[config.mk]
export PLATFORM = sky130hd
export DESIGN_NAME = ram_arb_ctrl
export DESIGN_NICKNAME = d
export VERILOG_FILES = /design/src/rtl/ram_ctrl_pkg.sv /design/src/rtl/rr_arb2.sv /design/src/rtl/ram_arb_ctrl.sv
export SDC_FILE = /design/constraint.sdc
export NUM_CORES = 1
export LEC_CHECK = 0
export CORE_ASPECT_RATIO = 0.6
export CORE_MARGIN = 5
export CORE_UTILIZATION = 42
export CTS_CLUSTER_DIAMETER = 50
export DETAILED_ROUTE_END_ITERATION = 8
export HOLD_SLACK_MARGIN = 0.06
export PLACE_DENSITY = 0.84
export SYNTH_ARGS = -nofsm -noshare
export SYNTH_HDL_FRONTEND = slang
export SYNTH_SLANG_ARGS = --single-unit
[constraint.sdc]
create_clock -name clk -period 4.5 [get_ports clk]
set_clock_uncertainty 0.1 [all_clocks]
set_input_delay 1.35 -clock clk [delete_from_list [all_inputs] [get_ports clk]]
set_output_delay 1.35 -clock clk [all_outputs]
set_load 0.005 [all_outputs]
[src/rtl/ram_ctrl_pkg.sv]
// rtl/ram_ctrl_pkg.sv - shared types and defaults for the RAM arbiter controller
package ram_ctrl_pkg;

  localparam int ADDR_W_DEF = 7;
  localparam int DATA_W_DEF = 4;

  typedef enum logic {
    CLEAR = 1'b0,
    SERVE = 1'b1
  } state_t;

  typedef enum logic {
    REQ_A = 1'b0,
    REQ_B = 1'b1
  } req_t;

endpackage

[src/rtl/rr_arb2.sv]
// rtl/rr_arb2.sv - two-way round-robin grant with its priority flop
module rr_arb2
  import ram_ctrl_pkg::*;
(
  input  logic clk,
  input  logic rst,
  input  logic en,
  input  logic req_a,
  input  logic req_b,
  output logic gnt_a,
  output logic gnt_b
);

  req_t prio;

  always_comb begin
    gnt_a = 1'b0;
    gnt_b = 1'b0;
    if (en) begin
      if (req_a && (!req_b || prio == REQ_A)) begin
        gnt_a = 1'b1;
      end else if (req_b) begin
        gnt_b = 1'b1;
      end
    end
  end

  // Priority passes to the other requester after every grant; idle cycles keep it.
  always_ff @(posedge clk) begin
    if (rst) begin
      prio <= REQ_A;
    end else if (gnt_a) begin
      prio <= REQ_B;
    end else if (gnt_b) begin
      prio <= REQ_A;
    end
  end

endmodule

[src/rtl/ram_arb_ctrl.sv]
// rtl/ram_arb_ctrl.sv - scrubs a single-port RAM after reset, then shares it between two requesters
module ram_arb_ctrl
  import ram_ctrl_pkg::*;
#(
  parameter int ADDR_W         = ADDR_W_DEF,
  parameter int DATA_W         = DATA_W_DEF,
  parameter int CLEAR_ON_RESET = 1
) (
  input  logic              clk,
  input  logic              rst,
  input  logic              a_valid,
  output logic              a_ready,
  input  logic              a_we,
  input  logic [ADDR_W-1:0] a_addr,
  input  logic [DATA_W-1:0] a_wdata,
  output logic              a_rvalid,
  output logic [DATA_W-1:0] a_rdata,
  input  logic              b_valid,
  output logic              b_ready,
  input  logic              b_we,
  input  logic [ADDR_W-1:0] b_addr,
  input  logic [DATA_W-1:0] b_wdata,
  output logic              b_rvalid,
  output logic [DATA_W-1:0] b_rdata,
  output logic              ram_we,
  output logic [ADDR_W-1:0] ram_addr,
  output logic [DATA_W-1:0] ram_wdata,
  input  logic [DATA_W-1:0] ram_rdata,
  output logic              init_done
);

  localparam logic [ADDR_W-1:0] LAST_ADDR = {ADDR_W{1'b1}};

  state_t            state;
  state_t            state_nxt;
  logic [ADDR_W-1:0] clr_addr;
  logic [ADDR_W-1:0] clr_addr_nxt;
  logic              gnt_a;
  logic              gnt_b;

  rr_arb2 u_arb (
    .clk   (clk),
    .rst   (rst),
    .en    (state == SERVE),
    .req_a (a_valid),
    .req_b (b_valid),
    .gnt_a (gnt_a),
    .gnt_b (gnt_b)
  );

  assign a_ready = gnt_a;
  assign b_ready = gnt_b;

  always_ff @(posedge clk) begin
    if (rst) begin
      state     <= (CLEAR_ON_RESET != 0) ? CLEAR : SERVE;
      clr_addr  <= '0;
      init_done <= (CLEAR_ON_RESET == 0);
    end else begin
      state    <= state_nxt;
      clr_addr <= clr_addr_nxt;
      if (state == CLEAR && clr_addr == LAST_ADDR) begin
        init_done <= 1'b1;
      end
    end
  end

  // The scrub counter parks at the last address; leaving CLEAR is what ends the sweep.
  always_comb begin
    state_nxt    = state;
    clr_addr_nxt = clr_addr;
    ram_we       = 1'b0;
    ram_addr     = '0;
    ram_wdata    = '0;
    case (state)
      CLEAR: begin
        ram_we   = 1'b1;
        ram_addr = clr_addr;
        if (clr_addr == LAST_ADDR) begin
          state_nxt = SERVE;
        end else begin
          clr_addr_nxt = clr_addr + 1'b1;
        end
      end
      SERVE: begin
        if (gnt_a) begin
          ram_we    = a_we;
          ram_addr  = a_addr;
          ram_wdata = a_wdata;
        end else if (gnt_b) begin
          ram_we    = b_we;
          ram_addr  = b_addr;
          ram_wdata = b_wdata;
        end
      end
    endcase
  end

  // Read data is captured in the grant cycle and held until that requester's next read.
  always_ff @(posedge clk) begin
    if (rst) begin
      a_rvalid <= 1'b0;
      b_rvalid <= 1'b0;
      a_rdata  <= '0;
      b_rdata  <= '0;
    end else begin
      a_rvalid <= gnt_a && !a_we;
      b_rvalid <= gnt_b && !b_we;
      if (gnt_a && !a_we) begin
        a_rdata <= ram_rdata;
      end
      if (gnt_b && !b_we) begin
        b_rdata <= ram_rdata;
      end
    end
  end

endmodule

==> results of run 1 <==
## synth_stat cells, drive strengths merged, types with 4 or more instances
library cell / instances
nand4: 8
nand2: 4
a21oi: 11
o31ai: 8
nor2b: 5
mux2: 4
and2: 4
dfxtp: 20
nand3: 4
buf: 4
and3: 6
a22o: 4
a221o: 7
nor2: 10
## critical path: stages
cell and delay (ps):
clkdlybuf4s50_1 620, nand3_1 130, nand3_1 130, clkdlybuf4s50_1 510
## how the worst max path moves through the flow
stage                 start      endpoint  slack, ps
floorplan           b_valid   ram_addr[0]        960
global placement    b_valid   ram_addr[6]         20
detailed placement  a_valid  ram_wdata[2]        -40
CTS                 b_valid   ram_addr[2]         10
global route           a_we        ram_we        290
finish                 a_we        ram_we        310
## final cells by class
type	count	area share
Sequential cell	20	0.2242
Tap cell	32	0.02242
Multi-Input combinational cell	92	0.3574
Clock buffer	4	0.03083
Inverter	3	0.006307
Timing Repair Buffer	66	0.3588
## metal layers
metal | share of wire | vias up
met1 | 0.41 | 608
met2 | 0.48 | 53
li1 | - | 596
met5 | 0 | -
met4 | 0.0053 | 0
met3 | 0.098 | 2
## layout by cell type (no fill, tap or decap)
cell,netlist,final
nor2b_1,5,5
mux2_1,4,4
and2b_1,1,1
a22o_1,4,4
clkdlybuf4s50_1,0,54
a21oi_2,1,1
and3_1,6,6
a311oi_1,1,1
nand4b_1,1,1
a31oi_1,2,2
nand2_1,3,3
buf_4,1,10
nand3_1,4,4
dfxtp_1,20,20
ha_1,1,1
clkbuf_8,0,4
nor2_2,2,1
inv_1,3,3
dlymetal6s2s_1,0,2
nor2_4,0,1
nor2_1,8,8
nand2b_4,0,1
nand4_1,8,8
nand2b_1,3,2
a221o_1,7,7
and2_1,4,4
and4_4,1,1
and4_1,1,1
mux2i_1,1,1
a21oi_1,10,10
a211oi_1,2,2
o31ai_1,8,8
nor4_1,3,3
nand2_2,1,1
## report_power, final
| part | total [W] | leakage (nW) | internal [W] | switching, W |
|---|---|---|---|---|
| sequential | 0.000183 | 0.162 | 0.000179 | 0.00000330 |
| clock | 0.000136 | 0.0288 | 0.0000778 | 0.0000581 |
| combinational | 0.0000537 | 0.502 | 0.0000345 | 0.0000192 |
| total | 0.000372 | 0.692 | 0.000292 | 0.0000807 |
## per-stage QoR
stage                     std cells  hold slack [ps]  setup slack, ps    util
after global routing            217            393.1            285.2  0.7178
after CTS                       217            377.3            11.24  0.7128
final                           217            374.7            312.6  0.7178
after floorplan                 122            357.6            955.9       -
after global placement          213            351.1            22.89  0.6886
after detailed placement        213            361.3           -44.10  0.6886
## state kept, by name (all words and copies together), names as in the netlist
| register | count |
|---|---|
| a_rdata | 4 |
| b_rdata | 4 |
| init_done | 1 |
| b_rvalid | 1 |
| clr_addr | 7 |
| u_arb.prio | 1 |
| a_rvalid | 1 |
| state | 1 |
## timing repair
item,CTS,global route
endpoints found under the setup margin,6,7
hold buffers,0,0
cloned,0,0
resized for setup,1,3
pin swaps,0,1
## cell families after synthesis
family | after synthesis
AO/OA/AOI/OAI | 35
adder cells (fa/ha/maj) | 1
buffers and inverters | 10
flip-flops | 20
multiplexers | 5
AND/OR/NAND/NOR | 51
==> out/qor.log, run 1 <==
INFO  synth          share_of_the_synthesized_area_in_the_top_cell_type=0.3717
INFO  sta            slew_viol_final=0
INFO  synth          ys.warnings.count=0
INFO  place          gp_congestion=0.9557
INFO  clock_tree     htree_levels=1
INFO  global_route   grt_first_pass_wirelength=5485um
INFO  worst_setup_path setup.worst_path.class=input port to output port
INFO  clock_tree     cts_buffer_depth=2
INFO  place          io_buffer_count=56
INFO  clock_tree     cts_root_buffer=clkbuf_8
INFO  synth          yosys-mux-area-fraction=0.05110
INFO  clock_tree     cts-buffers-inserted=3
INFO  routing        drt-wirelength-per-cell=16.60um
INFO  sta            maxSlewHeadroom=0.4135
INFO  layout         antennaDiodeCount=0
INFO  worst_hold_path hp-class=register to register
INFO  worst_setup_path worstSetupStartpointType=input port
INFO  synth          cells_taking_the_most_area_after_synthesis=dfxtp_1 (37%), a221o_1 (6.5%), o31ai_1 (5.6%)
INFO  floorplan      top_level_ports=57
INFO  synth          main_combinational_cell_family_by_area_after_synthesis=simple AND/OR/NAND/NOR gates
INFO  worst_hold_path hold_start=a_rdata[0]
INFO  place          dp_hpwl=2747um
INFO  clock_tree     clkSlewWorstSetupHoldPaths=80ps
INFO  worst_setup_path cp_data_arrival_time=2740ps
INFO  sta            fin_crit_sh=0.9305
INFO  synth          simple_gate_share_of_the_synthesized_area=0.2764
INFO  global_route   gr-usage-met2=0.3095
INFO  routing        viasPerCell=5.802
INFO  global_route   first_global_vias=1,147
INFO  synth          synth_xor_xnor_area_share=0
INFO  worst_setup_path crit_fanout=7
INFO  synth          synthesis.area=1077squm
INFO  floorplan      die-area=3711squm
INFO  synth          seq_area_frac_synth=0.3717
INFO  sta            final-hold-violation-count=0
INFO  clock_tree     clock_insertion_delay_worst_skew=260ps
INFO  synth          ys_async_sr_fraction=0
INFO  global_route   global_route.peak_usage_layer=met2
INFO  floorplan      std_cell_rows=14
INFO  routing        detail_route.first_pass.iterations=4
INFO  worst_setup_path worst-r2r-setup-slack=2760ps
INFO  layout         area_growth_syn_to_layout=65.74%
INFO  synth          postSynthNetCount=155
INFO  power          power-per-cell-area=208.5nW/um^2
INFO  global_route   grtUsageTotal=0.1845
INFO  sta            final_period_minus_worst_setup_slack=4187ps
INFO  routing        antenna_violating_nets_post_route=0
INFO  synth          synth.avg_cell_area=8.830squm
INFO  global_route   pin_count_of_the_biggest_net_entering_global_routing=26
INFO  sta            max_freq=0.2388GHz
INFO  clock_tree     cts_post_setup_buffers_inserted=0
INFO  job            max_cap_viols=0
INFO  routing        initialDrtViolationCount=76
INFO  synth          synth_compound_gate_area_share=0.2416
INFO  power          cellLeakagePower=0.6920nW
INFO  layout         finish.net_count=219
INFO  sta            setup_viol=0
INFO  synth          synthFlopType=dfxtp_1
INFO  global_route   overflow=0
INFO  floorplan      die_width=75.38um
INFO  layout         fill_cell_instance_count_of_the_final_layout=190
INFO  routing        wl=3602um
INFO  layout         drive_above_1_share=0.1081
INFO  global_route   globalRouteMet3Util=0.05967
INFO  synth          postSynthCellCount=122
INFO  floorplan      initial_core_util=0.4331
INFO  worst_setup_path timing.rr.end=clr_addr[3]
INFO  outcome        result_of_the_run=finished clean
INFO  power          power.total=0.0003722W
INFO  synth          synth_edf_count=0
INFO  worst_hold_path hold_path_depth=2
INFO  clock_tree     tritoncts=built
INFO  layout         multi_input_comb_area=638.1squm
INFO  synth          synthDistinctLibCells=32
INFO  sta            tns=0ps
INFO  floorplan      core_area=2487squm
INFO  routing        remaining_drc_errors=0
INFO  worst_setup_path worstRegToRegCells=4
INFO  floorplan      die-height=49.23um
INFO  global_route   grt_util_met1=0.2393
INFO  worst_setup_path critical_path.reg2reg.startpoint=clr_addr[0]
INFO  routing        route.vias.total=1,259
INFO  worst_setup_path crit_required=3050ps
INFO  worst_hold_path hold_end=a_rdata[0]
INFO  place          place_area=1713squm
INFO  sta            rsz0062_at_grt=no
INFO  synth          synth-adder-area-share=0.01161
INFO  sta            tightest_slew=877.0ps
INFO  worst_setup_path worst_setup_path_end_kind=output port
INFO  synth          register_bit_total_from_synthesis=20
INFO  layout         layout.cell_area.non_filler=1785squm
INFO  synth          synth_area_leader_cell=dfxtp_1
INFO  clock_tree     numClockSinks=20
INFO  layout         seq_area=400.4squm
INFO  global_route   antenna_found_initial=0
INFO  power          ir_worst_vdd=0.0001823V
(Power assumes the default switching activity.)
==> inputs of run 2 (changes only) <==
--- a/config.mk
+++ b/config.mk
@@ -5,6 +5,7 @@
 export SDC_FILE = /design/constraint.sdc
 export NUM_CORES = 1
 export LEC_CHECK = 0
+export CAP_MARGIN = 25
 export CORE_ASPECT_RATIO = 0.6
 export CORE_MARGIN = 5
 export CORE_UTILIZATION = 42
==> results of run 2 <==
Same layout as run 1: the final DEF is identical, and so are final timing and power.
==> inputs of run 3 (changes only) <==
--- a/config.mk
+++ b/config.mk
@@ -11,6 +11,7 @@
 export CORE_UTILIZATION = 42
 export CTS_CLUSTER_DIAMETER = 50
 export DETAILED_ROUTE_END_ITERATION = 8
+export GPL_TIMING_DRIVEN = 0
 export HOLD_SLACK_MARGIN = 0.06
 export PLACE_DENSITY = 0.84
 export SYNTH_ARGS = -nofsm -noshare
==> constraint.sdc (replaced) <==
create_clock -name clk -period 4.5 [get_ports clk]
set_clock_uncertainty 0.1 [all_clocks]
set_input_delay 1.35 -clock clk [delete_from_list [all_inputs] [get_ports clk]]
set_output_delay 1.35 -clock clk [all_outputs]
set_load 0.02 [all_outputs]
==> out/qor.log, run 3 (same netlist as run 1, synthesis figures left out) <==
INFO  outcome        result_of_the_run=finished clean
INFO  power          cellLeakagePower=0.7281nW [+5.2%]
INFO  worst_setup_path setup.worst_path.class=input port to output port
INFO  routing        antenna_violating_nets_post_route=0 [unchanged]
INFO  place          io_buffer_count=56 [unchanged]
INFO  power          power-per-cell-area=216.6nW/um^2 [+3.9%]
INFO  place          place_area=1678squm [-2.0%]
INFO  layout         antennaDiodeCount=0 [unchanged]
INFO  layout         layout.core_utilization=0.6932 [-0.02465]
INFO  clock_tree     tritoncts=built
INFO  layout         area_growth_syn_to_layout=60.05%
INFO  sta            final_period_minus_worst_setup_slack=4396ps [+208.4 ps]
INFO  layout         regMostFlops=clr_addr
INFO  sta            setup_viol=0 [unchanged]
INFO  clock_tree     clock_insertion_delay_worst_skew=260ps [about the same]
INFO  layout         fill_cell_instance_count_of_the_final_layout=210 [+11%]
INFO  global_route   pin_count_of_the_biggest_net_entering_global_routing=12 [-54%]
INFO  sta            fin_crit_sh=0.9768 [+0.04632]
INFO  sta            rsz0062_at_grt=no
INFO  layout         instances_no_fill=212 [-2.3%]
INFO  worst_setup_path critPathSlowestCell=clkdlybuf4s50_1
INFO  global_route   overflow=0 [unchanged]
INFO  floorplan      core_area=2487squm [unchanged]
INFO  layout         drive_above_1_share=0.08333 [-0.02477]
INFO  routing        wl=3479um [-3.4%]
INFO  floorplan      die-area=3711squm [unchanged]
INFO  layout         top_regs=clr_addr x7, a_rdata x4, b_rdata x4
INFO  worst_setup_path worst_setup_path_end_kind=output port
INFO  sta            final-hold-violation-count=0 [unchanged]
INFO  worst_setup_path critical_path_buf_inv_count=2 [unchanged]
INFO  place          gp_congestion=0.8819 [-7.7%]
INFO  sta            max_freq=0.2275GHz [-4.7%]
INFO  global_route   first_global_vias=1,154 [+0.61%]
INFO  worst_setup_path cp_data_arrival_time=2950ps [+210 ps]
INFO  worst_setup_path worstSetupStartpointType=input port
INFO  routing        viasPerCell=5.722 [-1.4%]
INFO  layout         layout_commonest_cell=clkdlybuf4s50_1
INFO  layout         finish.net_count=214 [-2.3%]
INFO  routing        initialDrtViolationCount=89 [+17%]
INFO  clock_tree     numClockSinks=20 [unchanged]
INFO  routing        route.vias.total=1,213 [-3.7%]
INFO  floorplan      initial_core_util=0.4331 [unchanged]
INFO  floorplan      die-height=49.23um [unchanged]
INFO  clock_tree     cts-buffers-inserted=3 [unchanged]
INFO  layout         layout.cell_area.non_filler=1724squm [-3.4%]
INFO  sta            slew_viol_final=0 [unchanged]
INFO  worst_setup_path worst-r2r-setup-slack=2800ps [+40 ps]
INFO  sta            tightest_slew=477.4ps [-399.6 ps]
INFO  clock_tree     holdBufCountCts=0 [unchanged]
INFO  sta            maxSlewHeadroom=0.6818 [+0.2682]
INFO  power          ir_worst_vdd=0.0001531V [-16%]
INFO  layout         largest_reg_flops=7 [unchanged]
INFO  routing        drt-wirelength-per-cell=16.41um [-1.1%]
INFO  worst_setup_path critical_path.top_delay_family=buffers and inverters
INFO  job            max_cap_viols=0 [unchanged]
INFO  layout         layout.cells.most_common_list=clkdlybuf4s50_1 (42), dfxtp_1 (20), dlygate4sd2_1 (12), a21oi_1 (10)
INFO  power          power.total=0.0003734W [+0.33%]
INFO  place          dp_hpwl=2694um [-1.9%]
INFO  routing        remaining_drc_errors=0 [unchanged]
INFO  floorplan      die_width=75.38um [unchanged]
INFO  global_route   grtUsageTotal=0.1881 [+0.003535]
INFO  floorplan      std_cell_rows=14 [unchanged]
INFO  clock_tree     cts_buffer_depth=2 [unchanged]
INFO  sta            fin_worst_hold_slack=374.8ps [+0.07000 ps]
INFO  global_route   antenna_found_initial=0 [unchanged]
INFO  clock_tree     htree_levels=1 [unchanged]
INFO  routing        detail_route.first_pass.iterations=4 [unchanged]
INFO  worst_setup_path path_cells=clkdlybuf4s50_1 -> and2b_2 -> nor2_4 -> a221o_1 -> dlygate4sd2_1
INFO  global_route   grt_first_pass_wirelength=5388um [-1.8%]
INFO  worst_setup_path crit_fanout=7 [unchanged]
INFO  clock_tree     cts_root_buffer=clkbuf_8
INFO  worst_setup_path worst_path_largest_cell_delay=590ps [-30 ps]
INFO  floorplan      top_level_ports=57 [unchanged]
INFO  place          dpl.cell_count=210 [-1.4%]
INFO  worst_hold_path hp-class=register to register
INFO  clock_tree     clkSlewWorstSetupHoldPaths=70ps [about the same]
INFO  worst_setup_path crit_required=3050ps [about the same]
==> run 3: changes by cell type in the layout (fill, tap and decap cells not counted) <==
| cell | previous run | this run |
|---|---|---|
| and2b_1 | 1 | 0 |
| and2b_2 | 0 | 1 |
| nand2b_2 | 0 | 1 |
| buf_4 | 10 | 1 |
| buf_6 | 0 | 1 |
| clkbuf_1 | 0 | 1 |
| nand2b_4 | 1 | 0 |
| clkdlybuf4s50_1 | 54 | 42 |
| buf_2 | 0 | 2 |
| dlygate4sd2_1 | 0 | 12 |
==> run 3: metrics by stage <==
stage               setup TNS (ps)  worst slack [ps]
floorplan                        0             832.1
global placement             -2224            -212.3
detailed placement           -2625            -271.3
CTS                              0             16.25
global route                     0             79.79
finish                           0             104.2
==> run 3: final timing paths <==
check | from | to | cells past startpoint
min reg2reg | a_rdata[3] | a_rdata[3] | 2
max reg2reg | clr_addr[0] | clr_addr[3] | 4
min | a_rdata[3] | a_rdata[3] | 2
max | a_valid | ram_addr[3] | 5
==> run 3: worst reg2reg max path: stages, from the launching register on <==
cell and delay, ps:
dfxtp_1 350, ha_1 280, and4_4 250, a211oi_1 270, mux2_1 340
==> run 3: power by group <==
part            total, W  internal, W  switching, W
clock network   0.000136    0.0000780     0.0000584
registers       0.000182     0.000179    0.00000311
logic          0.0000546    0.0000323     0.0000223
total           0.000373     0.000290     0.0000838
==> run 3: final cells by class <==
class | instances | area [sq um] | area share
Multi-Input combinational cell | 92 | 634.4 | 0.3679
Timing Repair Buffer | 56 | 550.5 | 0.3193
Sequential cell | 20 | 400.4 | 0.2322
Clock buffer | 4 | 55.05 | 0.03193
Tap cell | 32 | 40.04 | 0.02322
Buffer | 5 | 32.53 | 0.01887
Inverter | 3 | 11.26 | 0.006531
==> run 3: routing by layer <==
metal / GRT usage / part of all wire / vias to the layer above
met4: 0.04942 / 0.0089 / 0
li1: - / - / 589
met2: 0.2966 / 0.47 / 60
met1: 0.2416 / 0.41 / 560
met5: 0 / 0 / -
met3: 0.06584 / 0.10 / 4
==> run 3: what timing repair did <==
action,CTS,global route
buffers inserted,0,0
gates cloned,0,0
setup endpoints to repair,14,10
gates resized for setup,14,3
hold endpoints to repair,0,0
